### src/rtl/hart_dmem_arbiter.sv
// Round-robin arbiter sharing one data-memory port among NUM_HARTS harts.
// An atomic flag on the granted hart holds the grant across a read-modify-write.
module hart_dmem_arbiter #(
  parameter int NUM_HARTS  = 2,
  parameter int XLEN       = 32,
  parameter int HART_IDX_W = $clog2(NUM_HARTS)
) (
  input  logic                      i_clk,
  input  logic                      i_rst,
  input  logic [NUM_HARTS-1:0]      i_h_memread,
  input  logic [NUM_HARTS-1:0]      i_h_wen,
  input  logic [NUM_HARTS-1:0]      i_h_atomic,
  input  logic [NUM_HARTS*XLEN-1:0] i_h_addr,
  input  logic [NUM_HARTS*XLEN-1:0] i_h_wdata,
  input  logic [NUM_HARTS*3-1:0]    i_h_f3,
  output logic [NUM_HARTS-1:0]      o_h_data_ready,
  output logic [XLEN-1:0]           o_h_rdata,
  input  logic                      i_mem_ready,
  input  logic [XLEN-1:0]           i_mem_rdata,
  output logic                      o_mem_memread,
  output logic                      o_mem_wen,
  output logic [XLEN-1:0]           o_mem_addr,
  output logic [XLEN-1:0]           o_mem_wdata,
  output logic [2:0]                o_mem_f3,
  output logic                      o_mem_atomic,
  output logic [HART_IDX_W-1:0]     o_grant
);

  typedef enum logic [1:0] {IDLE, BUSY, LOCK} state_e;

  state_e                  state_q;
  logic [HART_IDX_W-1:0]   grant_q;
  logic [HART_IDX_W-1:0]   last_grant_q;
  logic [HART_IDX_W-1:0]   pick_d;
  logic [HART_IDX_W-1:0]   cand;
  logic                    found;
  logic [NUM_HARTS-1:0]    req;
  logic                    any_req;
  logic                    req_g;
  logic                    atomic_g;

  assign req      = i_h_memread | i_h_wen;
  assign any_req  = |req;
  assign req_g    = req[grant_q];
  assign atomic_g = i_h_atomic[grant_q];

  // First requester scanning upward from the hart after the last one served.
  always_comb begin
    pick_d = '0;
    cand   = '0;
    found  = 1'b0;
    for (int i = 1; i <= NUM_HARTS; i++) begin
      cand = HART_IDX_W'((int'(last_grant_q) + i) % NUM_HARTS);
      if (!found && req[cand]) begin
        found  = 1'b1;
        pick_d = cand;
      end
    end
  end

  always_ff @(posedge i_clk) begin
    if (i_rst) begin
      state_q      <= IDLE;
      grant_q      <= '0;
      last_grant_q <= HART_IDX_W'(NUM_HARTS - 1);
    end else begin
      case (state_q)
        IDLE: begin
          if (any_req) begin
            grant_q <= pick_d;
            state_q <= BUSY;
          end
        end
        BUSY: begin
          if (i_mem_ready) begin
            if (atomic_g) begin
              state_q <= LOCK;
            end else begin
              last_grant_q <= grant_q;
              state_q      <= IDLE;
            end
          end else if (!req_g) begin
            last_grant_q <= grant_q;
            state_q      <= IDLE;
          end
        end
        LOCK: begin
          if (req_g) begin
            state_q <= BUSY;
          end else if (!atomic_g) begin
            last_grant_q <= grant_q;
            state_q      <= IDLE;
          end
        end
        default: state_q <= IDLE;
      endcase
    end
  end

  // Memory side is only live while a transfer is in flight; LOCK idles the bus.
  always_comb begin
    o_mem_memread  = 1'b0;
    o_mem_wen      = 1'b0;
    o_mem_addr     = '0;
    o_mem_wdata    = '0;
    o_mem_f3       = '0;
    o_h_data_ready = '0;
    if (state_q == BUSY) begin
      o_mem_memread = i_h_memread[grant_q] & req_g;
      o_mem_wen     = i_h_wen[grant_q] & req_g;
      o_mem_addr    = i_h_addr[int'(grant_q)*XLEN +: XLEN];
      o_mem_wdata   = i_h_wdata[int'(grant_q)*XLEN +: XLEN];
      o_mem_f3      = i_h_f3[int'(grant_q)*3 +: 3];
      if (i_mem_ready) begin
        o_h_data_ready[grant_q] = 1'b1;
      end
    end
  end

  assign o_mem_atomic = (state_q != IDLE) & atomic_g;
  assign o_h_rdata    = i_mem_rdata;
  assign o_grant      = grant_q;

endmodule

### config.mk
export PLATFORM = sky130hd
export DESIGN_NAME = hart_dmem_arbiter
export DESIGN_NICKNAME = d
export VERILOG_FILES = /design/src/rtl/hart_dmem_arbiter.sv
export SDC_FILE = /design/constraint.sdc
export NUM_CORES = 1
export LEC_CHECK = 0
export ABC_AREA = 1
export CAP_MARGIN = 20
export CORE_AREA = 5 5 106 108
export DETAILED_ROUTE_END_ITERATION = 8
export DIE_AREA = 0 0 111 113
export GPL_ROUTABILITY_DRIVEN = 0
export GPL_TIMING_DRIVEN = 0
export PLACE_DENSITY_LB_ADDON = 0.1
export SYNTH_ARGS = -nofsm -noshare
export SYNTH_HDL_FRONTEND = slang
export SYNTH_SLANG_ARGS = --single-unit
### constraint.sdc
create_clock -name i_clk -period 2 [get_ports i_clk]
set_input_delay 0.4 -clock i_clk [delete_from_list [all_inputs] [get_ports i_clk]]
set_output_delay 0.4 -clock i_clk [all_outputs]
set_load 0.05 [all_outputs]
==> results.md, run 1 <==
- Avg Cell Area, Syn: 4.77 um2
- FMAX: approximately 520 MHz
- Slowest Stage Delay on Critical Path: 470 ps
- Simple-Gate Fraction of Synth Area: 45.7%
- Number of global-route vias before repair: between 3,000 and 4,000
- Core ar.: 10,100 um2
- Area grow syn2layout: 218%
- Clock power frac: just under 8%
- Number of flops mapped to enable cells by yosys: 0
- Reg power frac: under 10%
- Synthesized-area fraction occupied by adder cells: 0%
- Clock buffer depth: 2
- Design area: 4870 um2
- Largest family of logic cells by synthesized area: simple AND/OR/NAND/NOR gates
- Number of CTS-inserted buffers: 3
- Final Critical Period: ~1900 ps
- Slew headroom: around 65%
- Flops & latches, synth: 4
- Post-Syn Instances: roughly 320
- Gate power share: 87.7%
- Final Non-Filler Cells: 707
- Remaining DRCs: 0
- GRT Overall Usage: between 15 and 20%
- Ys async rst share: 0%
- Register area: between 80 and 90 um2
- CTS root buf: clkbuf_8
- H-tree depth: 1
- Antenna Cells: 0
- Die Ht: 113 um
- Post-synthesis mux area share: 0%
- Startpoint Class: input port
- Post-synth cell types: 15
- Top-count cell post-synth: nand2_1
- Pin count of the biggest net entering global routing: 11
- Least-Margin Pin Slew: ~520 ps
- P_int: roughly 0.93 mW
- IO buf count: 247
- Final nets: approximately 750
- Grt total ovfl: 0
- Drt initial violations: around 160
- Share of layout cells above drive strength 1: 36.4%
- DP Area: 4960 um2
- FP Rows: 37
- Crit end category: primary output
- CP required: 1600 ps
- NetSw: 1.18 mW
- RSZ-0062 raised after global routing: yes
- Switching Share: ~56%
- Peak VDD IR: approximately 0.00018 V
- Ys flop type: dfxtp_1
- Drt pass-1 iters: 4
- Worst endpoint data arrival time: 1510 ps
- Synthesized net count: ~500
- Full die area: 12,500 um2
- Worst hold path type: reg -> reg
- XOR/XNOR share of the synthesized area: 0%
- Routed via count: 2,933
- Synth top cells by count: nand2_1, a21oi_1, buf_4
- Dpl hpwl: between 8000 and 9000 um
- ANT nets after route: 0
- Final Cycle Share: 95.7%
- Initial core utilization: 15.1%
- Crit Path Category: in -> out
- Placed insts: 704
- Final Setup Violations: 0
- Number of vias per cell: 4.15
- Pwr dens: 433 nW/um2
- Initial antenna violation count: 0
- WL final: 10,000 um
- Routed len/inst: around 14 um
- Clock slew at the register clock pins of the worst setup and hold paths: 30 ps
- IO Pins: 280
- Status: finished clean
- Area of the multi-input gates: 1850 um2
- CTS hold repair buffers: 0
- CTS tree: built
- CP Cell Sequence: clkdlybuf4s50_1 > nor2_1 > nor3_2 > clkdlybuf4s15_2
- Synth warnings: 0
- Synth area leader: nand2_1
- Design Power: 2.11 mW
- Worst skew pair latency: between 200 and 250 ps
- Part of the Yosys area used for sequential elements: 5.23%
- Clk sinks: 4
- Max FO, Critical Path: 3
- Core Util, Final: 48.1%
- Final WS setup: between 80 and 90 ps
- Worst Skew: 2.21 ps
- Share of the synthesized area in the top cell type: 38.0%
- Pre-CTS setup slack: -487 ps
- Compound-cell area share of the yosys netlist: 23.5%
- Pleak: 1.98 nW
- Ranking of synthesized cells by area: nand2_1, a21oi_1, buf_4
- Highest-delay cell along the critical path: clkdlybuf4s50_1
- Die X: 111 um
- Fill cell count: 1,052
- Total of max-cap violations: 0
- Mapped Area: 1530 um2
- Max-slew violations: 0
- Wire length of the first global-routing pass: 16,000 um
- Hold Fails Final Rpt: 0
per-layer routing:
metal	part of all wire (%)	vias to the layer above	global-route usage (%)
li1	-	1481	-
met1	37	1283	16.4
met2	52	163	28.9
met3	10	6	5.83
met4	1.0	0	2.38
met5	0	-	0
power groups by stage:
stage               logic [mW]  clock network, mW  registers (mW)
finish                    1.85              0.166          0.0930
detailed placement        1.90                  0          0.0938
floorplan                 1.21                  0          0.0990
global placement          1.89                  0          0.0937
CTS                       1.87              0.172          0.0928
global route              1.96              0.181          0.0941
stage by stage:
step                      TNS [ps]  hold WS [ps]
after floorplan               -134           428
after global placement      -30450           452
after detailed placement    -31590           447
after CTS                        0           456
after global routing         -13.9           503
final                            0           453
cells in the final DEF, fill, tap and decap left out, drive strengths merged:
master	n
buf	114
nor3	3
clkbuf	14
nand2	156
inv	12
clkdlybuf4s15	1
a21oi	71
o21ai	1
clkdlybuf4s50	175
nand3	7
dfxtp	4
nor2	13
worst max-delay path: cells and delay by family:
family	cells	cell delay, ps
AND/OR/NAND/NOR	2	240
buffers and inverters	2	870
state kept, by name, summed over array words and instances, names as in the netlist:
signal and cells:
last_grant_q 1, o_grant 1, state_q 2
final cells by class:
cell class / count / share of cell area [%]
repair buffers: 247 / 47.1
multi-input cells: 251 / 38.0
plain buffers: 54 / 8.04
well taps: 136 / 3.49
flip-flops and latches: 4 / 1.64
inverters: 12 / 0.924
clock buffers: 3 / 0.847
worst paths after layout:
check / slack [ps] / from / cells past startpoint / end
max reg2reg: 750 / o_grant / 8 / state_q[0]
max: 90 / i_h_atomic[0] / 4 / o_mem_atomic
min reg2reg: 450 / last_grant_q / 2 / last_grant_q
min: 450 / last_grant_q / 2 / last_grant_q
cell families after synthesis:
kind of cell / after synthesis
flops: 4
compound gates: 72
buf+inv: 66
simple gates: 179
repair_timing:
action,in CTS,in global routing
endpoints found under the setup margin,72,71
gates resized for setup,434,22
buffers inserted,0,0
(Power assumes the default switching activity.)
==> run 2: changes to the inputs <==
--- a/config.mk
+++ b/config.mk
@@ -8,10 +8,12 @@
 export ABC_AREA = 1
 export CAP_MARGIN = 20
 export CORE_AREA = 5 5 106 108
+export CTS_CLUSTER_SIZE = 14
 export DETAILED_ROUTE_END_ITERATION = 8
 export DIE_AREA = 0 0 111 113
 export GPL_ROUTABILITY_DRIVEN = 0
 export GPL_TIMING_DRIVEN = 0
+export MAX_ROUTING_LAYER = met4
 export PLACE_DENSITY_LB_ADDON = 0.1
 export SYNTH_ARGS = -nofsm -noshare
 export SYNTH_HDL_FRONTEND = slang
==> results.md, run 2 (synthesized netlist as in run 1, its figures left out) <==
- Number of CTS-inserted buffers: 3
- Clk sinks: 4
- Commonest non-fill, non-tap cell in the layout: clkdlybuf4s50_1
- Pre-CTS setup slack: -487 ps
- NetSw: 1.18 mW
- H-tree depth: 1
- Crit end category: primary output
- CTS tree: built
- Switching Share: 55.7%
- Startpoint Class: input port
- Slew headroom: 65.1%
- Final Setup Violations: 0
- Crit Path Category: in -> out
- Wire length of the first global-routing pass: roughly 16,000 um
- Grt total ovfl: 0
- IO Pins: 280
- R2R cell count: 8
- Peak VDD IR: 0.000184 V
- R2r setup slk: ~750 ps
- Pin count of the biggest net entering global routing: 11
- Drt initial violations: roughly 180
- Number of global-route vias before repair: 3,150
- Met1 GRT Util: 17.4%
- CP required: 1600 ps
- GRT met3 Usage: 4.01%
- Worst endpoint data arrival time: 1510 ps
- Hold depth: 2
- Core Util, Final: 48.1%
- Design Power: 2.11 mW
- Max FO, Critical Path: 3
- GRT met2 Usage: around 29%
- Reg power frac: between 4 and 5%
- Least-Margin Pin Slew: 521 ps
- Remaining DRCs: 0
- Antenna Cells: 0
- WL final: approximately 10000 um
- Final WS setup: 86.8 ps
- Busiest grt layer: met2
- DP Area: 4960 um2
- Initial core utilization: 15.1%
- Die X: 111 um
- Fill cell count: between 1,000 and 1,500
- CTS hold repair buffers: 0
- Worst hold path type: reg -> reg
- Pwr dens: 433 nW/um2
- Gate power share: between 80 and 90%
- Worst skew pair latency: 210 ps
- Share of layout cells above drive strength 1: between 30% and 40%
- Worst Skew: 2.21 ps
- Pleak: 1.98 nW
- Drt pass-1 iters: 4
- Design area: 4870 um2
- Core ar.: 10,100 um2
- P_int: around 0.93 mW
- Initial antenna violation count: 0
- Number of vias per cell: ~4.2
- Clock slew at the register clock pins of the worst setup and hold paths: approximately 30 ps
- FP Rows: 37
- FMAX: 523 MHz
- RSZ-0062 raised after global routing: yes
- Max-slew violations: 0
- Post-CTS Setup Repair Bufs: 0
- ANT nets after route: 0
- Clock power frac: 7.9%
- Clock buffer depth: 2
- Total of max-cap violations: 0
- Final nets: 748
- Routed len/inst: 14.1 um
- GRT Overall Usage: between 15 and 20%
- Commonest non-fill, non-tap cells in the layout: clkdlybuf4s50_1, nand2_1, buf_4
- Die Ht: 113 um
- Register name with the most flops: state_q
- Worst hold slack: 453 ps
- Final Critical Period: 1910 ps
- Full die area: 12,500 um2
- Final Cycle Share: 95.7%
- Area grow syn2layout: 218%
- Max reg flops: 2
- IO buf count: 247
- Hold Fails Final Rpt: 0
- Dpl hpwl: 8720 um
- Routed via count: 2,948
- CTS root buf: clkbuf_8
- Status: finished clean
-- run 2: what timing repair did --
action,4_1_cts,5_1_grt
pin swaps,0,0
setup endpoints to repair,72,71
resized for setup,434,22
-- run 2: stage by stage --
step / TNS, ps / cells
floorplan: -134 / 321
global placement: -30450 / 704
detailed placement: -31590 / 704
CTS: 0 / 707
global route: -13.9 / 707
finish: 0 / 707
-- run 2: critical path, stage by stage --
cell and delay, ps:
clkdlybuf4s50_1 470, nor2_1 70, nor3_2 160, clkdlybuf4s15_2 400
-- run 2: path summary, 6_finish.rpt --
kind            startpoint            to
min reg2reg   last_grant_q  last_grant_q
min           last_grant_q  last_grant_q
max reg2reg        o_grant    state_q[0]
max          i_h_atomic[0]  o_mem_atomic
-- run 2: routing by layer --
layer / part of all wire (%) / vias up
met5: 0 / -
met4: 0.97 / 0
met3: 7.9 / 6
met2: 52 / 163
met1: 39 / 1297
li1: - / 1482
-- run 2: area by class of cell --
cell class                 instances  area, um2  area share [%]
timing repair buffer             247       2290            47.1
clock buffer                       3       41.3           0.847
multi-input combinational        251       1850            38.0
inverter                          12       45.0           0.924
tap                              136        170            3.49
buffer                            54        392            8.04
sequential                         4       80.1            1.64
-- run 2: power groups by stage --
stage               registers [mW]  logic, mW  clock network (mW)
floorplan                   0.0990       1.21                   0
global placement            0.0937       1.89                   0
detailed placement          0.0938       1.90                   0
CTS                         0.0928       1.87               0.172
global route                0.0941       1.96               0.181
finish                      0.0930       1.85               0.166
